$ cat config.mk
export PLATFORM = sky130hd
export DESIGN_NAME = sap1_controller_flat
export DESIGN_NICKNAME = d
export VERILOG_FILES = /design/src/rtl/sap1_ctrl_if.sv /design/src/rtl/sap1_controller.sv /design/src/flat_wrapper.sv
export SDC_FILE = /design/constraint.sdc
export NUM_CORES = 1
export LEC_CHECK = 0
export BUFFER_PORTS_ARGS = -buffer_cell sky130_fd_sc_hd__buf_2
export CORE_AREA = 3 3 40 42
export CTS_BUF_LIST = sky130_fd_sc_hd__clkbuf_4
export CTS_CLUSTER_SIZE = 16
export DETAILED_ROUTE_END_ITERATION = 8
export DIE_AREA = 0 0 43 45
export HOLD_SLACK_MARGIN = 0.02
export MAX_ROUTING_LAYER = met4
export PLACE_DENSITY = 0.7
export SYNTH_ARGS = -nofsm -noshare
export SYNTH_HDL_FRONTEND = slang
export SYNTH_SLANG_ARGS = --single-unit
$ cat constraint.sdc
create_clock -name CLK -period 2.33 [get_ports CLK]
set_input_delay 0.233 -clock CLK [delete_from_list [all_inputs] [get_ports CLK]]
set_output_delay 0.233 -clock CLK [all_outputs]
set_load 0.02 [all_outputs]
$ cat src/rtl/sap1_ctrl_if.sv
// SAP-1 control interface: controller drives the control word,
// the IR supplies the opcode nibble back to the sequencer.
interface sap1_ctrl_if;
  logic [3:0] OPCODE;
  logic       Cp;
  logic       Ep;
  logic       nLm;
  logic       nCE;
  logic       nLi;
  logic       nEi;
  logic       nLa;
  logic       Ea;
  logic       Su;
  logic       Eu;
  logic       nLb;
  logic       nLo;
  logic       HLT;
  logic [5:0] TSTATE;

  modport master (
    input  OPCODE,
    output Cp,
    output Ep,
    output nLm,
    output nCE,
    output nLi,
    output nEi,
    output nLa,
    output Ea,
    output Su,
    output Eu,
    output nLb,
    output nLo,
    output HLT,
    output TSTATE
  );

  modport slave (
    output OPCODE,
    input  Cp,
    input  Ep,
    input  nLm,
    input  nCE,
    input  nLi,
    input  nEi,
    input  nLa,
    input  Ea,
    input  Su,
    input  Eu,
    input  nLb,
    input  nLo,
    input  HLT,
    input  TSTATE
  );
endinterface

$ cat src/rtl/sap1_controller.sv
// SAP-1 controller-sequencer: six-state ring counter stepping on
// the falling edge, decoded with the opcode into the control word.
module sap1_controller #(
  parameter logic [3:0] OP_LDA = 4'b0000,
  parameter logic [3:0] OP_ADD = 4'b0001,
  parameter logic [3:0] OP_SUB = 4'b0010,
  parameter logic [3:0] OP_OUT = 4'b1110,
  parameter logic [3:0] OP_HLT = 4'b1111
) (
  input  logic CLK,
  input  logic CLR,
  sap1_ctrl_if.master bus
);

  typedef enum logic [5:0] {
    T1 = 6'b000001,
    T2 = 6'b000010,
    T3 = 6'b000100,
    T4 = 6'b001000,
    T5 = 6'b010000,
    T6 = 6'b100000
  } tstate_e;

  typedef struct packed {
    logic cp;
    logic ep;
    logic nlm;
    logic nce;
    logic nli;
    logic nei;
    logic nla;
    logic ea;
    logic su;
    logic eu;
    logic nlb;
    logic nlo;
  } ctrl_t;

  localparam ctrl_t CW_IDLE = '{
    cp:  1'b0,
    ep:  1'b0,
    nlm: 1'b1,
    nce: 1'b1,
    nli: 1'b1,
    nei: 1'b1,
    nla: 1'b1,
    ea:  1'b0,
    su:  1'b0,
    eu:  1'b0,
    nlb: 1'b1,
    nlo: 1'b1
  };

  tstate_e state;
  logic    hlt;
  ctrl_t   cw;

  logic    op_lda;
  logic    op_add;
  logic    op_sub;
  logic    op_out;
  logic    op_hlt;
  logic    op_mem;

  assign op_lda = (bus.OPCODE == OP_LDA);
  assign op_add = (bus.OPCODE == OP_ADD);
  assign op_sub = (bus.OPCODE == OP_SUB);
  assign op_out = (bus.OPCODE == OP_OUT);
  assign op_hlt = (bus.OPCODE == OP_HLT);
  assign op_mem = op_lda | op_add | op_sub;

  // Halt freezes the ring at T4; only CLR releases it.
  always_ff @(negedge CLK or posedge CLR) begin
    if (CLR) begin
      state <= T1;
      hlt   <= 1'b0;
    end else if (!hlt) begin
      unique case (state)
        T1: state <= T2;
        T2: state <= T3;
        T3: begin
          state <= T4;
          hlt   <= op_hlt;
        end
        T4: state <= T5;
        T5: state <= T6;
        T6: state <= T1;
        default: state <= T1;
      endcase
    end
  end

  always_comb begin
    cw = CW_IDLE;
    if (!hlt) begin
      unique case (state)
        T1: begin
          cw.ep  = 1'b1;
          cw.nlm = 1'b0;
        end
        T2: begin
          cw.cp = 1'b1;
        end
        T3: begin
          cw.nce = 1'b0;
          cw.nli = 1'b0;
        end
        T4: begin
          if (op_mem) begin
            cw.nei = 1'b0;
            cw.nlm = 1'b0;
          end else if (op_out) begin
            cw.ea  = 1'b1;
            cw.nlo = 1'b0;
          end
        end
        T5: begin
          if (op_mem) begin
            cw.nce = 1'b0;
            cw.nla = !op_lda;
            cw.nlb = op_lda;
          end
        end
        T6: begin
          if (op_add | op_sub) begin
            cw.eu  = 1'b1;
            cw.nla = 1'b0;
            cw.su  = op_sub;
          end
        end
        default: cw = CW_IDLE;
      endcase
    end
  end

  assign bus.Cp     = cw.cp;
  assign bus.Ep     = cw.ep;
  assign bus.nLm    = cw.nlm;
  assign bus.nCE    = cw.nce;
  assign bus.nLi    = cw.nli;
  assign bus.nEi    = cw.nei;
  assign bus.nLa    = cw.nla;
  assign bus.Ea     = cw.ea;
  assign bus.Su     = cw.su;
  assign bus.Eu     = cw.eu;
  assign bus.nLb    = cw.nlb;
  assign bus.nLo    = cw.nlo;
  assign bus.HLT    = hlt;
  assign bus.TSTATE = state;

endmodule

$ cat src/flat_wrapper.sv
// flat-port wrapper written by rule: the top's interface ports become plain ports
module sap1_controller_flat 
#(
  parameter logic [3:0] OP_LDA = 4'b0000,
  parameter logic [3:0] OP_ADD = 4'b0001,
  parameter logic [3:0] OP_SUB = 4'b0010,
  parameter logic [3:0] OP_OUT = 4'b1110,
  parameter logic [3:0] OP_HLT = 4'b1111
)
  (CLK, CLR, bus_OPCODE, bus_Cp, bus_Ep, bus_nLm, bus_nCE, bus_nLi, bus_nEi, bus_nLa, bus_Ea, bus_Su, bus_Eu, bus_nLb, bus_nLo, bus_HLT, bus_TSTATE);
  sap1_ctrl_if bus_i ();
  input  logic CLK;
  input  logic CLR;
  input wire logic [$bits(bus_i.OPCODE)-1:0] bus_OPCODE;
  output wire logic [$bits(bus_i.Cp)-1:0] bus_Cp;
  output wire logic [$bits(bus_i.Ep)-1:0] bus_Ep;
  output wire logic [$bits(bus_i.nLm)-1:0] bus_nLm;
  output wire logic [$bits(bus_i.nCE)-1:0] bus_nCE;
  output wire logic [$bits(bus_i.nLi)-1:0] bus_nLi;
  output wire logic [$bits(bus_i.nEi)-1:0] bus_nEi;
  output wire logic [$bits(bus_i.nLa)-1:0] bus_nLa;
  output wire logic [$bits(bus_i.Ea)-1:0] bus_Ea;
  output wire logic [$bits(bus_i.Su)-1:0] bus_Su;
  output wire logic [$bits(bus_i.Eu)-1:0] bus_Eu;
  output wire logic [$bits(bus_i.nLb)-1:0] bus_nLb;
  output wire logic [$bits(bus_i.nLo)-1:0] bus_nLo;
  output wire logic [$bits(bus_i.HLT)-1:0] bus_HLT;
  output wire logic [$bits(bus_i.TSTATE)-1:0] bus_TSTATE;
  assign bus_i.OPCODE = bus_OPCODE;
  assign bus_Cp = bus_i.Cp;
  assign bus_Ep = bus_i.Ep;
  assign bus_nLm = bus_i.nLm;
  assign bus_nCE = bus_i.nCE;
  assign bus_nLi = bus_i.nLi;
  assign bus_nEi = bus_i.nEi;
  assign bus_nLa = bus_i.nLa;
  assign bus_Ea = bus_i.Ea;
  assign bus_Su = bus_i.Su;
  assign bus_Eu = bus_i.Eu;
  assign bus_nLb = bus_i.nLb;
  assign bus_nLo = bus_i.nLo;
  assign bus_HLT = bus_i.HLT;
  assign bus_TSTATE = bus_i.TSTATE;
  sap1_controller #(.OP_LDA(OP_LDA), .OP_ADD(OP_ADD), .OP_SUB(OP_SUB), .OP_OUT(OP_OUT), .OP_HLT(OP_HLT)) u_core (.CLK(CLK), .CLR(CLR), .bus(bus_i));
endmodule
==> results of run 1 <==
where the power goes:
group          total [uW]  leakage (uW)  switching (uW)  internal [uW]
logic                1070      0.000469             503            565
clock network         135     0.0000230            69.2           66.0
registers             225     0.0000916            54.5            170
total                1430      0.000583             627            801
worst min-delay path by stage:
stage | start | endpoint | slack (ns) | cells after the start
global route | u_core.bus.TSTATE[0] | u_core.bus.TSTATE[0] | 0.69 | 3
CTS | u_core.bus.HLT | u_core.bus.TSTATE[0] | 0.64 | 3
floorplan | bus_OPCODE[0] | bus_Su | 0.56 | 1
finish | u_core.bus.HLT | u_core.bus.TSTATE[0] | 0.64 | 3
global placement | u_core.bus.TSTATE[4] | u_core.bus.TSTATE[4] | 0.61 | 2
detailed placement | u_core.bus.TSTATE[4] | u_core.bus.TSTATE[4] | 0.63 | 2
synthesized netlist by cell type, drive strengths merged (3+ instances only):
cell type  n
nor4       5
nand3      3
dfrtn      6
nand2      6
or4        4
a21o       4
inv        6
buf        3
cells by family (layout without fill, tap and decap cells):
family | after synthesis | in the layout | synth area share (%)
AND/OR/NAND/NOR | 31 | 31 | 37.3
AO/OA/AOI/OAI | 12 | 12 | 15.8
buffers and inverters | 11 | 68 | 9.38
flip-flops | 7 | 7 | 32.3
XOR/XNOR | 2 | 2 | 3.20
multiplexers | 1 | 1 | 2.06
critical path, stage by stage (launching register included):
cell and delay (ns):
dfrtn_1 0.49, inv_1 0.14, nor4_1 0.42, a31oi_1 0.08, or3_4 0.34, buf_6 0.14
stage by stage:
stage / utilization [%] / setup slack (ns) / hold WS, ns / setup TNS, ns / cell area [um2]
finish: 93.2 / -0.957 / 0.644 / -11.44 / 1200
detailed placement: 68.3 / -0.657 / 0.628 / -6.19 / 877
CTS: 84.2 / -0.908 / 0.635 / -10.41 / 1080
global placement: 68.3 / -0.651 / 0.606 / -5.93 / 877
floorplan: - / -0.749 / 0.556 / -6.34 / 616
global route: 93.2 / -0.994 / 0.692 / -12.25 / 1200
layout make-up:
cell class / instances / area (um2) / share of cell area (%)
Tap cell: 15 / 18.8 / 1.57
Inverter: 5 / 18.8 / 1.57
Clock inverter: 2 / 8.76 / 0.731
Clock buffer: 3 / 22.5 / 1.88
Multi-Input combinational cell: 46 / 432 / 36.1
Sequential cell: 7 / 176 / 14.7
Timing Repair Buffer: 58 / 520 / 43.5
per-layer routing:
metal,part of all wire (%),vias to the layer above
met5,0,-
met2,51,29
met3,4.3,11
met1,42,374
met4,3.0,0
li1,-,351
state kept, by name, indices dropped and copies added (netlist names):
signal,flops
u_core.bus.HLT,1
u_core.bus.TSTATE,6
layout by cell type (no fill, tap or decap), types with 2 or more instances in the layout:
cell type  count
nand2_1        5
or4_4          3
buf_4         23
dfrtn_1        6
nor4_4         3
or3_4          2
buf_2          8
nor2_4         2
nand3_2        2
xor2_1         2
buf_6         26
inv_1          5
nand3b_1       2
clkbuf_4       3
a21o_1         4
a211oi_1       2
nor4_1         2
what timing repair did:
| item | 4_1_cts | 5_1_grt |
|---|---|---|
| setup buffers | 4 | 11 |
| pin swaps | 8 | 2 |
| setup endpoints to repair | 19 | 19 |
| gates resized for setup | 42 | 12 |
==> results.toml, run 1 <==
[finish]
area_growth_pct = 119
fin_cells = 136
fill_cells = 47
num_antenna_cells = 0
layout-drive-gt1-share_pct = 67.8
nets = 128

[run_status]
status = "finished, violations left"
violations = "negative setup slack"

[power]
leakage_uw = 0.000583
power_uw = 1430
power_density_nw_per_um2 = 1190
vdd_drop_max_uv = 1070

[global_route]
met1_usage_pct = 27.8
globalRouteOverflowTotal = 0
met3_usage_pct = 3.59
grt_pass1_vias = 682
grt.busiest_layer = "met2"
grt_antenna_before_repair = 0
grt_start_max_net_pins = 18
grt_pass1_wl_um = 3170
grt_use_total_pct = 22.6
use_met2_pct = 37.4

[worst_setup_path]
critPathKind = "flip-flop to output port"
ff2ff_setup_slack_ns = 0.31
rr_endpoint = "u_core.bus.TSTATE[0]"
critical_path.endpoint = "bus_nLa"
cp_max_fo = 4
cp.required_ns = 2.10
worstPathArrival_ns = 3.05
start_kind = "flip-flop"
crit_start = "u_core.bus.TSTATE[4]"
rr_worst_depth = 6
timing.rr.start = "u_core.bus.TSTATE[0]"
end_kind = "output port"

[die]
core-area_um2 = 1280
die_w_um = 43
ios = 25
dieArea_um2 = 1940
initial_core_util_pct = 42.6
rows = 13
die_y_um = 45

[logic_synthesis]
yosysUniqueCellTypes = 31
synth-edff-count = 0
ys_warn_count = 0
ys_seq_elements = 7
synth-seq-area-share_pct = 32.3
syn-num-nets = 70
synth_top_cell_by_area = "dfrtn_1"
synth_area_per_cell_um2 = 8.54
syn_inst = 64
async_flop_share_pct = 100
synth.area.top_cells = "dfrtn_1, a21o_1, dfstp_2, nor4_2, nand2_1"
yosys_most_used_dff = "dfrtn_1"
synth_area_um2 = 547
yosysTopAreaCellShare_pct = 27.5

[detailed_routing]
routed_via_density = 5.63
drtIter0Drc = 34
vias = 765
wl_um = 2630
dr.pass1.iters = 4
ant_nets = 0
wl_per_cell_um = 19.3
drc = 0

[clock_network]
clock_tree.root_cell = "clkbuf_4"
cts_buffer_depth = 2
cts.sinks = 7
cts_buffers = 3
clock_latency_ns = 0.35
postCtsHoldBufs = 0
cts_tree = "done"
h-tree-depth = 1
cts.reportedPaths.clkPinSlew_ns = 0.07

[sta]
hold_viol = 0
setup_viol = 19
clock_skew_ns = 0.0751
slew_headroom_pct = 67.8
rsz0062_at_grt = "yes"
tightest_slew_ns = 0.480
slew_violations = 0
setup_slack_ns = -0.957

[place]
gp_congestion = 0.815
dp.final_hpwl_um = 1350
dp_cells = 120
port_buffers = 24

[min_path]
min_path_type = "flip-flop to flip-flop"

[flow_run]
maxCapViolCount = 0
Note: power is estimated with default switching activity, not from simulation.
==> inputs of run 2 (changes only) <==
--- a/config.mk
+++ b/config.mk
@@ -5,15 +5,15 @@
 export SDC_FILE = /design/constraint.sdc
 export NUM_CORES = 1
 export LEC_CHECK = 0
-export BUFFER_PORTS_ARGS = -buffer_cell sky130_fd_sc_hd__buf_2
 export CORE_AREA = 3 3 40 42
 export CTS_BUF_LIST = sky130_fd_sc_hd__clkbuf_4
 export CTS_CLUSTER_SIZE = 16
 export DETAILED_ROUTE_END_ITERATION = 8
 export DIE_AREA = 0 0 43 45
+export DONT_BUFFER_PORTS = 1
 export HOLD_SLACK_MARGIN = 0.02
 export MAX_ROUTING_LAYER = met4
-export PLACE_DENSITY = 0.7
+export PLACE_DENSITY = 0.54
 export SYNTH_ARGS = -nofsm -noshare
 export SYNTH_HDL_FRONTEND = slang
 export SYNTH_SLANG_ARGS = --single-unit
==> results.toml, run 2 (synthesis results as in run 1) <==
[worst_setup_path]
path_cells = "or3_4, or4_4, or3_4"
worstPathArrival_ns = 2.96
path_delay_family = "simple AND/OR/NAND/NOR gates"
cp.required_ns = 2.10
cp_max_fo = 2
start_kind = "flip-flop"
end_kind = "output port"
crit_top_cell = "or3_4"
critPathMaxStageDelay_ns = 0.43
critPathBufInv = 0
critPathSlowestCell = "or3_4"
critPathKind = "flip-flop to output port"

[place]
gp_congestion = 0.788
port_buffers = 0
placedInstanceArea_um2 = 815
dp_cells = 102
dp.final_hpwl_um = 1250

[power]
swShare_pct = 43.0
p_int_uw = 723
vdd_drop_max_uv = 1050
p_comb_share_pct = 73.0
power_density_nw_per_um2 = 1200
p_clk_share_pct = 9.9
p_sw_uw = 545
p_seq_share_pct = 17.1
power_uw = 1270
leakage_uw = 0.000494

[finish]
num_antenna_cells = 0
fin_cells = 115
layout-drive-gt1-share_pct = 65.0
final_area_um2 = 1060
area_growth_pct = 93.6
largest_reg_flops = 6
regArea_um2 = 176
utilization_pct = 82.4
final_common_cell = "buf_4"
nets = 107
fill_cells = 77
multi_input_area_um2 = 453
mostFrequentLayoutCells = "buf_4, buf_6, dfrtn_1"

[die]
die_y_um = 45
ios = 25
rows = 13
dieArea_um2 = 1940
core-area_um2 = 1280
die_w_um = 43
initial_core_util_pct = 42.6

[global_route]
grt_pass1_vias = 634
globalRouteOverflowTotal = 0
grt_antenna_before_repair = 0
grt_start_max_net_pins = 18
grt_use_total_pct = 20.0
grt_pass1_wl_um = 2810

[detailed_routing]
ant_nets = 0
dr.pass1.iters = 4
wl_um = 1750
vias = 644
wl_per_cell_um = 15.2
drc = 0
routed_via_density = 5.60
drtIter0Drc = 12

[clock_network]
h-tree-depth = 1
clock_tree.root_cell = "clkbuf_4"
cts.reportedPaths.clkPinSlew_ns = 0.04
cts_tree = "done"
postCtsHoldBufs = 0
clock_latency_ns = 0.30
cts_buffers = 3
cts.sinks = 7
cts_buffer_depth = 2

[run_status]
status = "finished, violations left"
violations = "negative setup slack"

[min_path]
min_path_type = "flip-flop to flip-flop"

[sta]
setup_slack_ns = -0.858
setup_viol = 17
whs_ns = 0.595
clock_skew_ns = 0.0464
rsz0062_at_grt = "yes"
slew_violations = 0
tightest_slew_ns = 0.572
hold_viol = 0
slew_headroom_pct = 61.7

[flow_run]
maxCapViolCount = 0
run 2: changes by cell type in the layout (fill, tap and decap cells not counted), moves of 2 or more:
cell / before / now
buf_6: 26 / 12
buf_2: 8 / 0
buf_12: 0 / 2
inv_1: 5 / 3
run 2: repair_timing:
item,4_1_cts,5_1_grt
hold endpoints to repair,0,0
endpoints found under the setup margin,17,19
pin swaps,8,5
resized for setup,17,16
setup buffers,4,5
run 2: worst register-to-register path: cells and delay by family, from the launching register on:
family	cells	cell delay, ns
AO/OA/AOI/OAI	2	0.40
buffers and inverters	4	0.43
flip-flops	1	0.55
AND/OR/NAND/NOR	1	0.53
run 2: worst paths after layout:
path                                      start                   end  slack (ns)  cells past startpoint
min in group asynchronous                   CLR  u_core.bus.TSTATE[5]        0.84                      1
hold reg to reg            u_core.bus.TSTATE[4]  u_core.bus.TSTATE[4]        0.59                      1
max in group asynchronous                   CLR  u_core.bus.TSTATE[0]        1.15                      1
setup reg to reg           u_core.bus.TSTATE[0]  u_core.bus.TSTATE[0]        0.33                      7
hold / removal             u_core.bus.TSTATE[4]  u_core.bus.TSTATE[4]        0.59                      1
setup / recovery                 u_core.bus.HLT               bus_nLa       -0.86                      3
run 2: area by class of cell:
cell class              count  share of cell area (%)
inverters                   5                    2.01
flip-flops and latches      7                    16.7
clock inverters             1                   0.355
repair buffers             37                    33.6
multi-input cells          46                    42.8
clock buffers               4                    2.84
well taps                  15                    1.77
run 2: per-stage QoR:
stage	TNS, ns	worst slack (ns)
floorplan	-6.34	-0.749
global placement	-5.05	-0.575
detailed placement	-5.30	-0.623
CTS	-8.88	-0.861
global route	-10.37	-0.918
finish	-9.17	-0.858
run 2: power groups by stage:
| stage | registers (uW) | logic [uW] | clock network [uW] |
|---|---|---|---|
| floorplan | 260 | 418 | 5.37 |
| global placement | 219 | 647 | 5.37 |
| detailed placement | 221 | 660 | 5.37 |
| CTS | 216 | 788 | 127 |
| global route | 225 | 973 | 143 |
| finish | 217 | 926 | 126 |
run 2: metal layers:
layer	wire, um	global-route usage, %	vias to the layer above
met4	12	9.04	0
li1	-	-	310
met2	965	35.3	22
met1	669	22.3	310
met3	101	3.19	2
met5	0	-	-
